--- config.mk ---
export PLATFORM = sky130hd
export DESIGN_NAME = knn_vote
export DESIGN_NICKNAME = d
export VERILOG_FILES = /design/src/rtl/knn_pkg.sv /design/src/rtl/knn_match_count.sv /design/src/rtl/knn_vote.sv
export SDC_FILE = /design/constraint.sdc
export NUM_CORES = 1
export LEC_CHECK = 0
export ABC_AREA = 1
export CAP_MARGIN = 20
export CELL_PAD_IN_SITES_DETAIL_PLACEMENT = 0
export CELL_PAD_IN_SITES_GLOBAL_PLACEMENT = 1
export CORE_MARGIN = 10
export CORE_UTILIZATION = 45
export CTS_BUF_LIST = sky130_fd_sc_hd__clkbuf_8
export CTS_CLUSTER_SIZE = 8
export DETAILED_ROUTE_END_ITERATION = 10
export GPL_TIMING_DRIVEN = 0
export PLACE_DENSITY_LB_ADDON = 0.1
export SLEW_MARGIN = 10
export SYNTH_ARGS = -nofsm -noshare
export SYNTH_HDL_FRONTEND = slang
export SYNTH_SLANG_ARGS = --single-unit
--- constraint.sdc ---
create_clock -name clk -period 12.5 [get_ports clk]
set_input_delay 1.25 -clock clk [delete_from_list [all_inputs] [get_ports clk]]
set_output_delay 1.25 -clock clk [all_outputs]
set_load 0.01 [all_outputs]
--- src/rtl/knn_pkg.sv ---
// Shared definitions for the k-NN neighbour-list blocks: vote FSM state
// encoding and the count/index width helper also used by the list core.
package knn_pkg;

  typedef enum logic [1:0] {
    KV_IDLE = 2'd0,
    KV_SCAN = 2'd1,
    KV_DONE = 2'd2
  } kv_state_t;

  // Bits needed to hold any count from 0 to n inclusive.
  function automatic int cnt_width(input int n);
    return $clog2(n + 1);
  endfunction

endpackage

--- src/rtl/knn_match_count.sv ---
// Combinational match counter: how many of the first k list slots hold the
// probe label. Kept standalone so a weighted-vote variant can reuse it.
module knn_match_count
  import knn_pkg::*;
#(
  parameter  int LABEL       = 8,
  parameter  int N_NEIGHBOUR = 10,
  localparam int CNT_W       = cnt_width(N_NEIGHBOUR)
) (
  input  logic [LABEL*N_NEIGHBOUR-1:0] lab,
  input  logic [LABEL-1:0]             probe,
  input  logic [CNT_W-1:0]             k,
  output logic [CNT_W-1:0]             cnt
);

  // Masked equality compare per slot, summed into a popcount.
  always_comb begin
    // NOTE: a default before any conditional update keeps this block free of inferred latches.
    cnt = '0;
    for (int j = 0; j < N_NEIGHBOUR; j++) begin
      if ((CNT_W'(j) < k) && (lab[j*LABEL +: LABEL] == probe)) begin
        cnt = cnt + CNT_W'(1);
      end
    end
  end

endmodule

--- src/rtl/knn_vote.sv ---
// Majority-vote reader for the k-NN neighbour list. Snapshots the label
// vector on start, scans one populated slot per cycle and reports the winning
// label and its vote count with a single-cycle done pulse.
module knn_vote
  import knn_pkg::*;
#(
  parameter  int LABEL       = 8,
  parameter  int N_NEIGHBOUR = 10,
  localparam int CNT_W       = cnt_width(N_NEIGHBOUR)
) (
  input  logic                         clk,
  input  logic                         rst_n,
  input  logic                         start,
  input  logic [CNT_W-1:0]             n_valid,
  input  logic [LABEL*N_NEIGHBOUR-1:0] neighbour_info,
  output logic                         busy,
  output logic                         done,
  output logic [LABEL-1:0]             label_out,
  output logic [CNT_W-1:0]             votes_out
);

  kv_state_t state, state_d;

  logic [N_NEIGHBOUR-1:0][LABEL-1:0] lab_q, lab_d;
  logic [CNT_W-1:0] k_q, k_d;
  logic [CNT_W-1:0] idx, idx_d;
  logic [CNT_W-1:0] best_cnt, best_cnt_d;
  logic [LABEL-1:0] best_lab, best_lab_d;
  logic [LABEL-1:0] probe;
  logic [CNT_W-1:0] cnt;

  // The probe is always taken from the snapshot, never from the live input.
  assign probe = lab_q[idx];

  knn_match_count #(
    .LABEL       (LABEL),
    .N_NEIGHBOUR (N_NEIGHBOUR)
  ) u_match (
    .lab   (lab_q),
    .probe (probe),
    .k     (k_q),
    .cnt   (cnt)
  );

  // Next-state and datapath updates: snapshot on start, strict-greater best tracking.
  always_comb begin
    state_d    = state;
    lab_d      = lab_q;
    k_d        = k_q;
    idx_d      = idx;
    best_cnt_d = best_cnt;
    best_lab_d = best_lab;
    unique case (state)
      KV_IDLE: begin
        if (start) begin
          lab_d      = neighbour_info;
          k_d        = (n_valid > CNT_W'(N_NEIGHBOUR)) ? CNT_W'(N_NEIGHBOUR) : n_valid;
          idx_d      = '0;
          best_cnt_d = '0;
          best_lab_d = '0;
          state_d    = (k_d == '0) ? KV_DONE : KV_SCAN;
        end
      end
      KV_SCAN: begin
        // Strict compare plus ascending scan makes the nearest label win ties.
        if (cnt > best_cnt) begin
          best_cnt_d = cnt;
          best_lab_d = probe;
        end
        idx_d = idx + CNT_W'(1);
        if (idx == k_q - CNT_W'(1)) begin
          state_d = KV_DONE;
        end
      end
      KV_DONE: state_d = KV_IDLE;
      default: state_d = KV_IDLE;
    endcase
  end

  // State, snapshot and registered outputs; results load on the edge entering DONE.
  always_ff @(posedge clk or negedge rst_n) begin
    if (!rst_n) begin
      state     <= KV_IDLE;
      // NOTE: the snapshot is reset too, so a reset mid-vote leaves no stale labels behind.
      lab_q     <= '0;
      k_q       <= '0;
      idx       <= '0;
      best_cnt  <= '0;
      best_lab  <= '0;
      busy      <= 1'b0;
      done      <= 1'b0;
      label_out <= '0;
      votes_out <= '0;
    end else begin
      // NOTE: non-blocking assignments so every register updates from pre-edge values.
      state    <= state_d;
      lab_q    <= lab_d;
      k_q      <= k_d;
      idx      <= idx_d;
      best_cnt <= best_cnt_d;
      best_lab <= best_lab_d;
      busy     <= (state_d != KV_IDLE);
      done     <= (state_d == KV_DONE);
      if (state_d == KV_DONE) begin
        label_out <= best_lab_d;
        votes_out <= best_cnt_d;
      end
    end
  end

endmodule

After elaboration in Yosys (flattened, before gate mapping):

Index checks and enable logic that the tools add are counted.

* ROM bits: 0
* word-level logic and storage cells: 98
* latch bits: 0
* bits in writable memories: 0
* register bits after elaboration: 116
* output and inout port bits: 14
* input bits: 87
* memories kept: 0

* eq/ne operators: 14
* $lt $le $gt $ge: 13
* divide/modulo/power cells: 0
* bitwise operators: 0
* multiply operators: 0
* $add $sub $neg: 11
* reduce and logical (&&, ||, !) cells: 16
* shift operators: 0
* mux-type cells: 25

Operators with widths (number)
* $eq A8 B8 Y1: 10
* $mux W4: 13
* $add A4 B1 Y4 const B: 9
* $bmux W8 S4: 1
* $mux W8: 3
* $lt A3 B4 Y1 const A: 4
* $pmux W4 S2: 2
* $pmux W8 S2: 1
* $logic_and A1 B1 Y1: 10
* $lt A1 B4 Y1 const A: 2
* $lt A2 B4 Y1 const A: 2
* $lt A4 B4 Y1 const A: 2
* $mux W2: 3
* $lt A4 B5 Y1 const B: 1
* $eq A4 B4 Y1: 1
* $gt A4 B4 Y1: 1
* $gt A4 B4 Y1 const B: 1
* $logic_not A4 Y1: 1
* $pmux W2 S2: 1
* $reduce_and A2 Y1: 2
* $reduce_bool A2 Y1: 2
* $sub A4 B1 Y4 const B: 1
* $add A1 B1 Y2 const B: 1
* $eq A2 B1 Y1 const B: 1
* 4 further kinds: 4

Logic depth before layout (Yosys ltp):

Gate-level depths: netlist of the first run.

* depth in word-level cells: 26
* gate-level depth with buffers: 55
* gate-level depth less buffers: 51

Hierarchy:

Synthesis of the first run repeated with hierarchy kept, for this count alone.

* cell total of the unflattened synthesis: 1220
* area, all modules: 8310.5 um2

By module, submodules not included
* knn_vote: instances 1, area each 5530.3 um2, cells each 724, sequential area each 2902.8 um2
* knn_match_count: instances 1, area each 2780.2 um2, cells each 496, sequential area each 0.0 um2

Worst setup path before layout of the first run:

OpenSTA, ideal clock, no wires.

* path kind: register to register
* start: register idx[0]
* end: register label_out[7]
* arrival time: 6.558 ns
* setup time: 0.116 ns
* clock period less this slack: 6.674 ns
* setup slack: 5.826 ns
* cell stages (with the launch flop): 50
* path buffers: 4
* data required time: 12.384 ns
* cells stage by stage: dfrtp_1 > buf_6 > buf_6 > o21ai_1 > nand2_1 > nand3_1 > nand3_2 > nand2_4 > buf_6 > inv_1 > nand2_1 > o21ai_0 > a21oi_1 > nand3_1 > nor4_1 > ha_1 > inv_1 > nand3_2 > [... 14 more ...] > nand2_1 > nand2_1 > ha_1 > nor2_1 > a31oi_1 > ha_1 > inv_1 > nor2_1 > o21ai_0 > a32oi_1 > inv_1 > nor2_1 > inv_1 > clkbuf_1 > nand3_1 > o21ai_0 > nand2_1 > nand2_1

* longest elaborated chain between the ends: 26
* elaborated cells on any way between the ends: 48
* those cells by class: add/sub: 9; order compare: 1; eq/ne: 12; mux: 16; reduce/logical: 10

Ends and longest elaborated chain
* start, declared: line knn_vote.sv:26 `logic [CNT_W-1:0] idx, idx_d;`
* start signal, assigned: line knn_vote.sv:99 `idx <= idx_d;`
* $bmux W8 S4 (*): line knn_vote.sv:33 `assign probe = lab_q[idx];`
* $mux W8 (not written as such) (*): line knn_vote.sv:33
* $eq A8 B8 Y1: line knn_match_count.sv:21 `if ((CNT_W'(j) < k) && (lab[j*LABEL +: LABEL] == probe)) begin`
* $logic_and A1 B1 Y1: line knn_match_count.sv:21
* $mux W1: line knn_match_count.sv:21
* $add A1 B1 Y2: line knn_match_count.sv:22 `cnt = cnt + CNT_W'(1);`
* $mux W4: line knn_match_count.sv:21
* $add A4 B1 Y4: line knn_match_count.sv:22
* [... 11 more ...]
* $add A4 B1 Y4: line knn_match_count.sv:22
* $mux W4: line knn_match_count.sv:21
* $add A4 B1 Y4: line knn_match_count.sv:22
* $mux W4: line knn_match_count.sv:21
* $gt A4 B4 Y1: line knn_vote.sv:66 `if (cnt > best_cnt) begin`
* $mux W8 (*): line knn_vote.sv:66
* $pmux W8 S2 (*): line knn_vote.sv:53 `unique case (state)`
* net best_lab_d[7]: line knn_vote.sv:28 `logic [LABEL-1:0] best_lab, best_lab_d;`
* end signal, assigned: line knn_vote.sv:105 `label_out <= best_lab_d;`
* end, declared: line knn_vote.sv:18 `output logic [LABEL-1:0] label_out,`

The timed path passes the listed nets; every way through them passes the cells marked *. The select of a mux whose other input is x is not followed.
A chain may end at the register's enable or synchronous reset.

Final worst setup path of the first run:

* start: register idx[0]
* end: register label_out[5]

The elaborated chain is that of the path after synthesis.

==> qor.yml, run 1 <==
sta:
  fmax_ghz: 0.115
  fin_setup_tns_ps: 0
  finalMaxSlewViolations: 0
  period_minus_slack_ps: 8680
  finClkSkew_ps: 12.8
  min_period_over_period_pct: 69.4
  fin_ws_ps: 3820
  relSlewSlack_pct: 22.8
  finalSetupViolCount: 0
  tightestPinTransition_ps: 1150
  hold_viol: 0
  grt_setup_unrepaired: "false"
layout:
  syn2layout_area_growth_pct: 21.7
  mostFrequentLayoutCells: "339 x nand2_1, 120 x inv_1, 116 x dfrtp_1"
  final_util_pct: 55.6
  nets: 1301
  drive_gt1_share_pct: 12.6
  layoutNonFillerInstCount: 1433
  antenna_cells: 0
  final_common_cell: "nand2_1"
min_path:
  hp-class: "register to register"
  hold_depth: 2
yosys:
  synth.largest_area_cell: "dfrtp_1"
  yosys.area.top_type_share_pct: 36.9
  synth_cell_type_count: 46
  ys.flop_type: "dfrtp_1"
  ys_warn_count: 0
  seq_area_frac_synth_pct: 36.9
  synthTopCellsByArea: "dfrtp_1 37%, nand2_1 16%, o21ai_0 6.2%"
  ys_seq_elements: 116
  avgSynthCellArea_um2: 7.32
  synth_nets: 1181
  synth_cells: 1075
  syn-cell-area_um2: 7870
  synth-async-reset-ratio_pct: 100
  synth_edf_count: 0
power_and_ir_drop:
  seq_power_share_pct: 23.3
  total_power_mw: 2.87
  p_switching_mw: 1.52
  swShare_pct: 52.9
  leakagePower_nw: 4.64
  p_int_mw: 1.35
  power_density_nw_per_um2: 299
  irDropWorstVdd_mv: 0.119
  power_frac_clock_pct: 12.5
  comb_power_share_pct: 64.2
route:
  via_count: 7390
  drtIter0Drc: 540
  via_per_inst: 5.16
  antenna_left: 0
  dr.pass1.iters: 5
  wirelength_mm: 25.8
  wl_per_cell_um: 18.0
  drc: 0
worst_setup_path:
  start_kind: "register"
  reg2reg_depth: 47
  cpPeakStageDelay_ps: 860
  critical_path_depth: 47
  worstPathBufferInverterCount: 9
  path_max_fanout: 10
  required_ps: 12900
  cpMostUsedCell: "nand2_1"
  path_delay_family: "simple AND/OR/NAND/NOR gates"
  path_class: "register to register"
  arrival_ps: 9070
  slowest_stage: "nor4_1"
  crit_path_end_kind: "register"
global_routing:
  grt_remaining_overflow: 0
  grt_pass1_vias: 7325
  grt_usage_pct: 21.9
  grt_max_degree: 88
  antenna_found_initial: 0
  grt_pass1_wl_mm: 40.1
clock_network:
  cts_resized: 0
  tritoncts: "yes"
  insertion_delay_ps: 460
  cts_setup_buffers: 0
  numClockSinks: 116
  clkTransAtPathRegs_ps: 80
  root_buffer: "clkbuf_8"
  max-clock-path-buffers: 2
  ctsHtreeMaxLevel: 4
  cts_hold_buf: 0
  cts_buffers: 17
die:
  fp.dieH_um: 152
  die_w_um: 152
  fp.dieArea_um2: 23200
  num_rows: 48
  ios: 101
  core_um2: 17200
  start_util_pct: 45.7
placed_design:
  gp_congestion: 0.922
  pre_cts_ws_ps: 4000
  io_buffers: 100
  dp_cells: 1401
  dpl.hpwl_mm: 19.8
outcome:
  outcome: "finished, final reports clean"
flow_run:
  drv_cap: 0
-- flip-flops by register name, indices dropped and copies added, names as in the netlist --
register / count
best_cnt: 4
done: 1
lab_q: 80
votes_out: 4
label_out: 8
best_lab: 8
k_q: 4
idx: 4
state: 2
busy: 1
-- metrics by stage --
stage                     hold WS, ps  area, um2
after floorplan                   486       7870
after global routing              501       9580
after detailed placement          464       9180
after global placement            465       9150
after CTS                         486       9580
final                             480       9580
-- final timing paths --
| path | start | to | slack [ps] |
|---|---|---|---|
| max | idx[0]$_DFFE_PN0P_ | label_out[5]$_DFFE_PN0P_ | 3820 |
| min | votes_out[2]$_DFFE_PN0P_ | votes_out[2]$_DFFE_PN0P_ | 480 |
| max reg2reg | idx[0]$_DFFE_PN0P_ | label_out[5]$_DFFE_PN0P_ | 3820 |
| min reg2reg | votes_out[2]$_DFFE_PN0P_ | votes_out[2]$_DFFE_PN0P_ | 480 |
| max in group asynchronous | rst_n | lab_q[40]$_DFFE_PN0P_ | 11060 |
| min in group asynchronous | rst_n | lab_q[6]$_DFFE_PN0P_ | 670 |
-- cells in the mapped netlist, types with 3 or more instances --
cell type	number
xnor2_1	5
inv_1	120
o211ai_1	3
o21ai_1	6
o22ai_1	14
nand2_4	7
o21ai_0	97
a221oi_1	3
dfrtp_1	116
inv_2	9
a211oi_1	3
nand3_4	4
buf_4	4
xor2_1	35
nand4_1	3
nor4_1	8
clkbuf_1	18
nor3_1	6
nand3_2	28
clkinv_1	3
nor2_2	8
nor2_1	48
a21oi_1	16
nor3_2	3
nand3_1	83
nand2_1	339
ha_1	19
buf_1	3
buf_2	4
nand2_2	26
buf_6	14
-- per-layer routing --
layer  wire length, um  global-route usage [%]  share of wire (%)  up-vias
met5                 0                       0                  0        -
met4               558                    7.47                2.2        0
met3              1730                    4.66                6.7       41
met2             11600                    33.5                 45      248
met1             11900                    29.8                 46     3409
li1                  -                       -                  -     3692
-- power by group through the flow --
stage	Combinational [mW]	Clock [mW]	Sequential, mW
detailed placement	1.81	0	0.670
floorplan	1.28	0	0.647
finish	1.84	0.358	0.667
global route	2.02	0.378	0.686
CTS	1.82	0.363	0.665
global placement	1.79	0	0.668
-- logic make-up (layout without fill, tap and decap cells) --
kind of cell / after synthesis / after routing / share of synthesized area [%]
xor+xnor: 41 / 41 / 4.66
fa+ha+maj: 19 / 19 / 3.02
flops: 116 / 116 / 36.9
compound gates: 154 / 154 / 11.2
simple gates: 570 / 570 / 34.3
buf+inv: 175 / 308 / 9.94
-- area by class of cell --
| cell class | count | area (um2) |
|---|---|---|
| Sequential cell | 116 | 2900 |
| Tap cell | 225 | 282 |
| Fill cell | 1692 | 7660 |
| Inverter | 132 | 495 |
| Clock buffer | 18 | 248 |
| Clock inverter | 14 | 151 |
| Multi-Input combinational cell | 784 | 4190 |
| Buffer | 43 | 287 |
| Timing Repair Buffer | 101 | 1030 |
-- worst reg2reg max path, delay by kind of cell (launching register included) --
family,cells,cell delay (ps)
flip-flops,1,410
AO/OA/AOI/OAI,9,1560
adder cells (fa/ha/maj),6,1840
buffers and inverters,9,1640
AND/OR/NAND/NOR,22,2980
XOR/XNOR,1,160
(Power assumes the default switching activity.)
==> run 2: changes to the inputs <==
Settings changed: CORE_UTILIZATION 45 to 42.
Clock period 12.5 ns to 8.2 ns, I/O delays scaled along.
==> run 2 against run 1 <==
Clock power up 30%. Register-to-register slack worse by 3300 ps. Non-clock buffer count up 8. Largest cell class unchanged. Total power up 54%. Sequential share of layout area down 0.30 points. Clock-buffer cell count unchanged. Highest routed layer unchanged. Combinational power up 59%. Cell area up 0.99%.
==> qor.yml, run 2 (same netlist as run 1, synthesis figures left out) <==
clock_network:
  cts_buffers: 17
  insertion_delay_ps: 460
  cts_hold_buf: 0
  max-clock-path-buffers: 2
  numClockSinks: 116
  clkTransAtPathRegs_ps: 80
  ctsHtreeMaxLevel: 4
  tritoncts: "yes"
  root_buffer: "clkbuf_8"
worst_setup_path:
  required_ps: 8550
  slowest_stage: "dfrtp_1"
  path_max_fanout: 10
  crit_path_end_kind: "register"
  path_class: "register to register"
  start_kind: "register"
  arrival_ps: 8080
  cpPeakStageDelay_ps: 400
  cpMostUsedCell: "nand2_1"
power_and_ir_drop:
  total_power_mw: 4.40
  power_frac_clock_pct: 10.6
  p_switching_mw: 2.36
  p_int_mw: 2.04
  comb_power_share_pct: 66.4
  swShare_pct: 53.6
  leakagePower_nw: 4.66
  irDropWorstVdd_mv: 0.181
  power_density_nw_per_um2: 455
  seq_power_share_pct: 23.0
layout:
  mostFrequentLayoutCells: "338 x nand2_1, 117 x inv_1, 116 x dfrtp_1"
  syn2layout_area_growth_pct: 22.9
  final_common_cell: "nand2_1"
  antenna_cells: 0
  final_util_pct: 52.1
  layoutNonFillerInstCount: 1449
  largest_register_ffs: 80
  drive_gt1_share_pct: 14.2
  biggestRegsByFlops: "lab_q (80), best_lab (8), label_out (8)"
  regMostFlops: "lab_q"
  num-fill-cells: 1911
  nets: 1309
min_path:
  hp-class: "input pin to async pin"
die:
  num_rows: 50
  ios: 101
  die_w_um: 157
  fp.dieArea_um2: 24600
  fp.dieH_um: 157
  core_um2: 18600
  start_util_pct: 42.4
sta:
  tightestPinTransition_ps: 661
  hold_viol: 0
  period_minus_slack_ps: 7730
  fmax_ghz: 0.129
  finalMaxSlewViolations: 0
  relSlewSlack_pct: 55.9
  finClkSkew_ps: 10.3
  worst_hold_slack_ps: 262
  finalSetupViolCount: 0
  fin_setup_tns_ps: 0
  min_period_over_period_pct: 94.2
route:
  wirelength_mm: 26.1
  dr.pass1.iters: 5
  via_count: 7479
  via_per_inst: 5.16
  drc: 0
  wl_per_cell_um: 18.0
  drtIter0Drc: 419
  antenna_left: 0
outcome:
  outcome: "finished, final reports clean"
global_routing:
  grtUsageMet2_pct: 33.6
  grt_pass1_wl_mm: 40.4
  grt_usage_pct: 21.4
  antenna_found_initial: 0
  grt_remaining_overflow: 0
  grt-busiest-layer: "met2"
  grt_max_degree: 76
  use_met1_pct: 29.3
  grt_pass1_vias: 7199
  met3_usage_pct: 3.57
placed_design:
  gp_congestion: 0.934
  io_buffers: 100
  dpl.hpwl_mm: 20.1
  dp_cells: 1410
flow_run:
  drv_cap: 0
-- run 2: final timing paths --
| kind | from | end | slack [ps] | cells after the start |
|---|---|---|---|---|
| min in group clk | label_out[7]$_DFFE_PN0P_ | label_out[7]$_DFFE_PN0P_ | 480 | 2 |
| max in group asynchronous | rst_n | lab_q[3]$_DFFE_PN0P_ | 7210 | 2 |
| min reg2reg | label_out[7]$_DFFE_PN0P_ | label_out[7]$_DFFE_PN0P_ | 480 | 2 |
| max reg2reg | idx[3]$_DFFE_PN0P_ | label_out[3]$_DFFE_PN0P_ | 470 | 46 |
| min | rst_n | votes_out[0]$_DFFE_PN0P_ | 260 | 1 |
| max | idx[3]$_DFFE_PN0P_ | label_out[3]$_DFFE_PN0P_ | 470 | 46 |
-- run 2: power by group through the flow --
| stage | combinational [mW] | sequential [mW] | clock (mW) |
|---|---|---|---|
| after floorplan | 1.95 | 0.987 | 0 |
| after global placement | 2.75 | 1.02 | 0 |
| after detailed placement | 2.77 | 1.02 | 0 |
| after CTS | 2.81 | 1.01 | 0.471 |
| after global routing | 3.20 | 1.04 | 0.497 |
| final | 2.92 | 1.01 | 0.465 |
-- run 2: metal layers --
metal / share of wire (%) / vias up / routed length [um]
met5: 0 / - / 0
met4: 2.3 / 0 / 602
met3: 5.5 / 39 / 1420
met2: 46 / 232 / 12000
met1: 46 / 3501 / 12100
li1: - / 3707 / -
-- run 2: timing repair --
action,in CTS,in global routing
resized for setup,4,24
pin swaps,0,5
endpoints found under the setup margin,18,18
setup buffers,0,8
gates cloned,0,0
-- run 2: per-stage QoR --
step,setup slack (ps),cell area [um2]
global placement,-298,9160
global route,-49.6,9680
floorplan,1530,7870
CTS,68.5,9560
detailed placement,-375,9190
finish,473,9680
-- run 2: area by class of cell --
type,count,area (um2),share of cell area [%]
Buffer,43,300,3.10
Clock buffer,18,248,2.56
Clock inverter,13,88.8,0.918
Inverter,132,502,5.19
Multi-Input combinational cell,784,4250,43.9
Sequential cell,116,2900,30.0
Tap cell,234,293,3.03
Timing Repair Buffer,109,1090,11.3
-- run 2: worst max-delay path, delay by kind of cell, from the launching register on --
kind	cells	cell delay (ps)
adder cells (fa/ha/maj)	6	1690
AO/OA/AOI/OAI	9	1180
AND/OR/NAND/NOR	20	2740
buffers and inverters	9	1280
flip-flops	1	400
XOR/XNOR	2	300
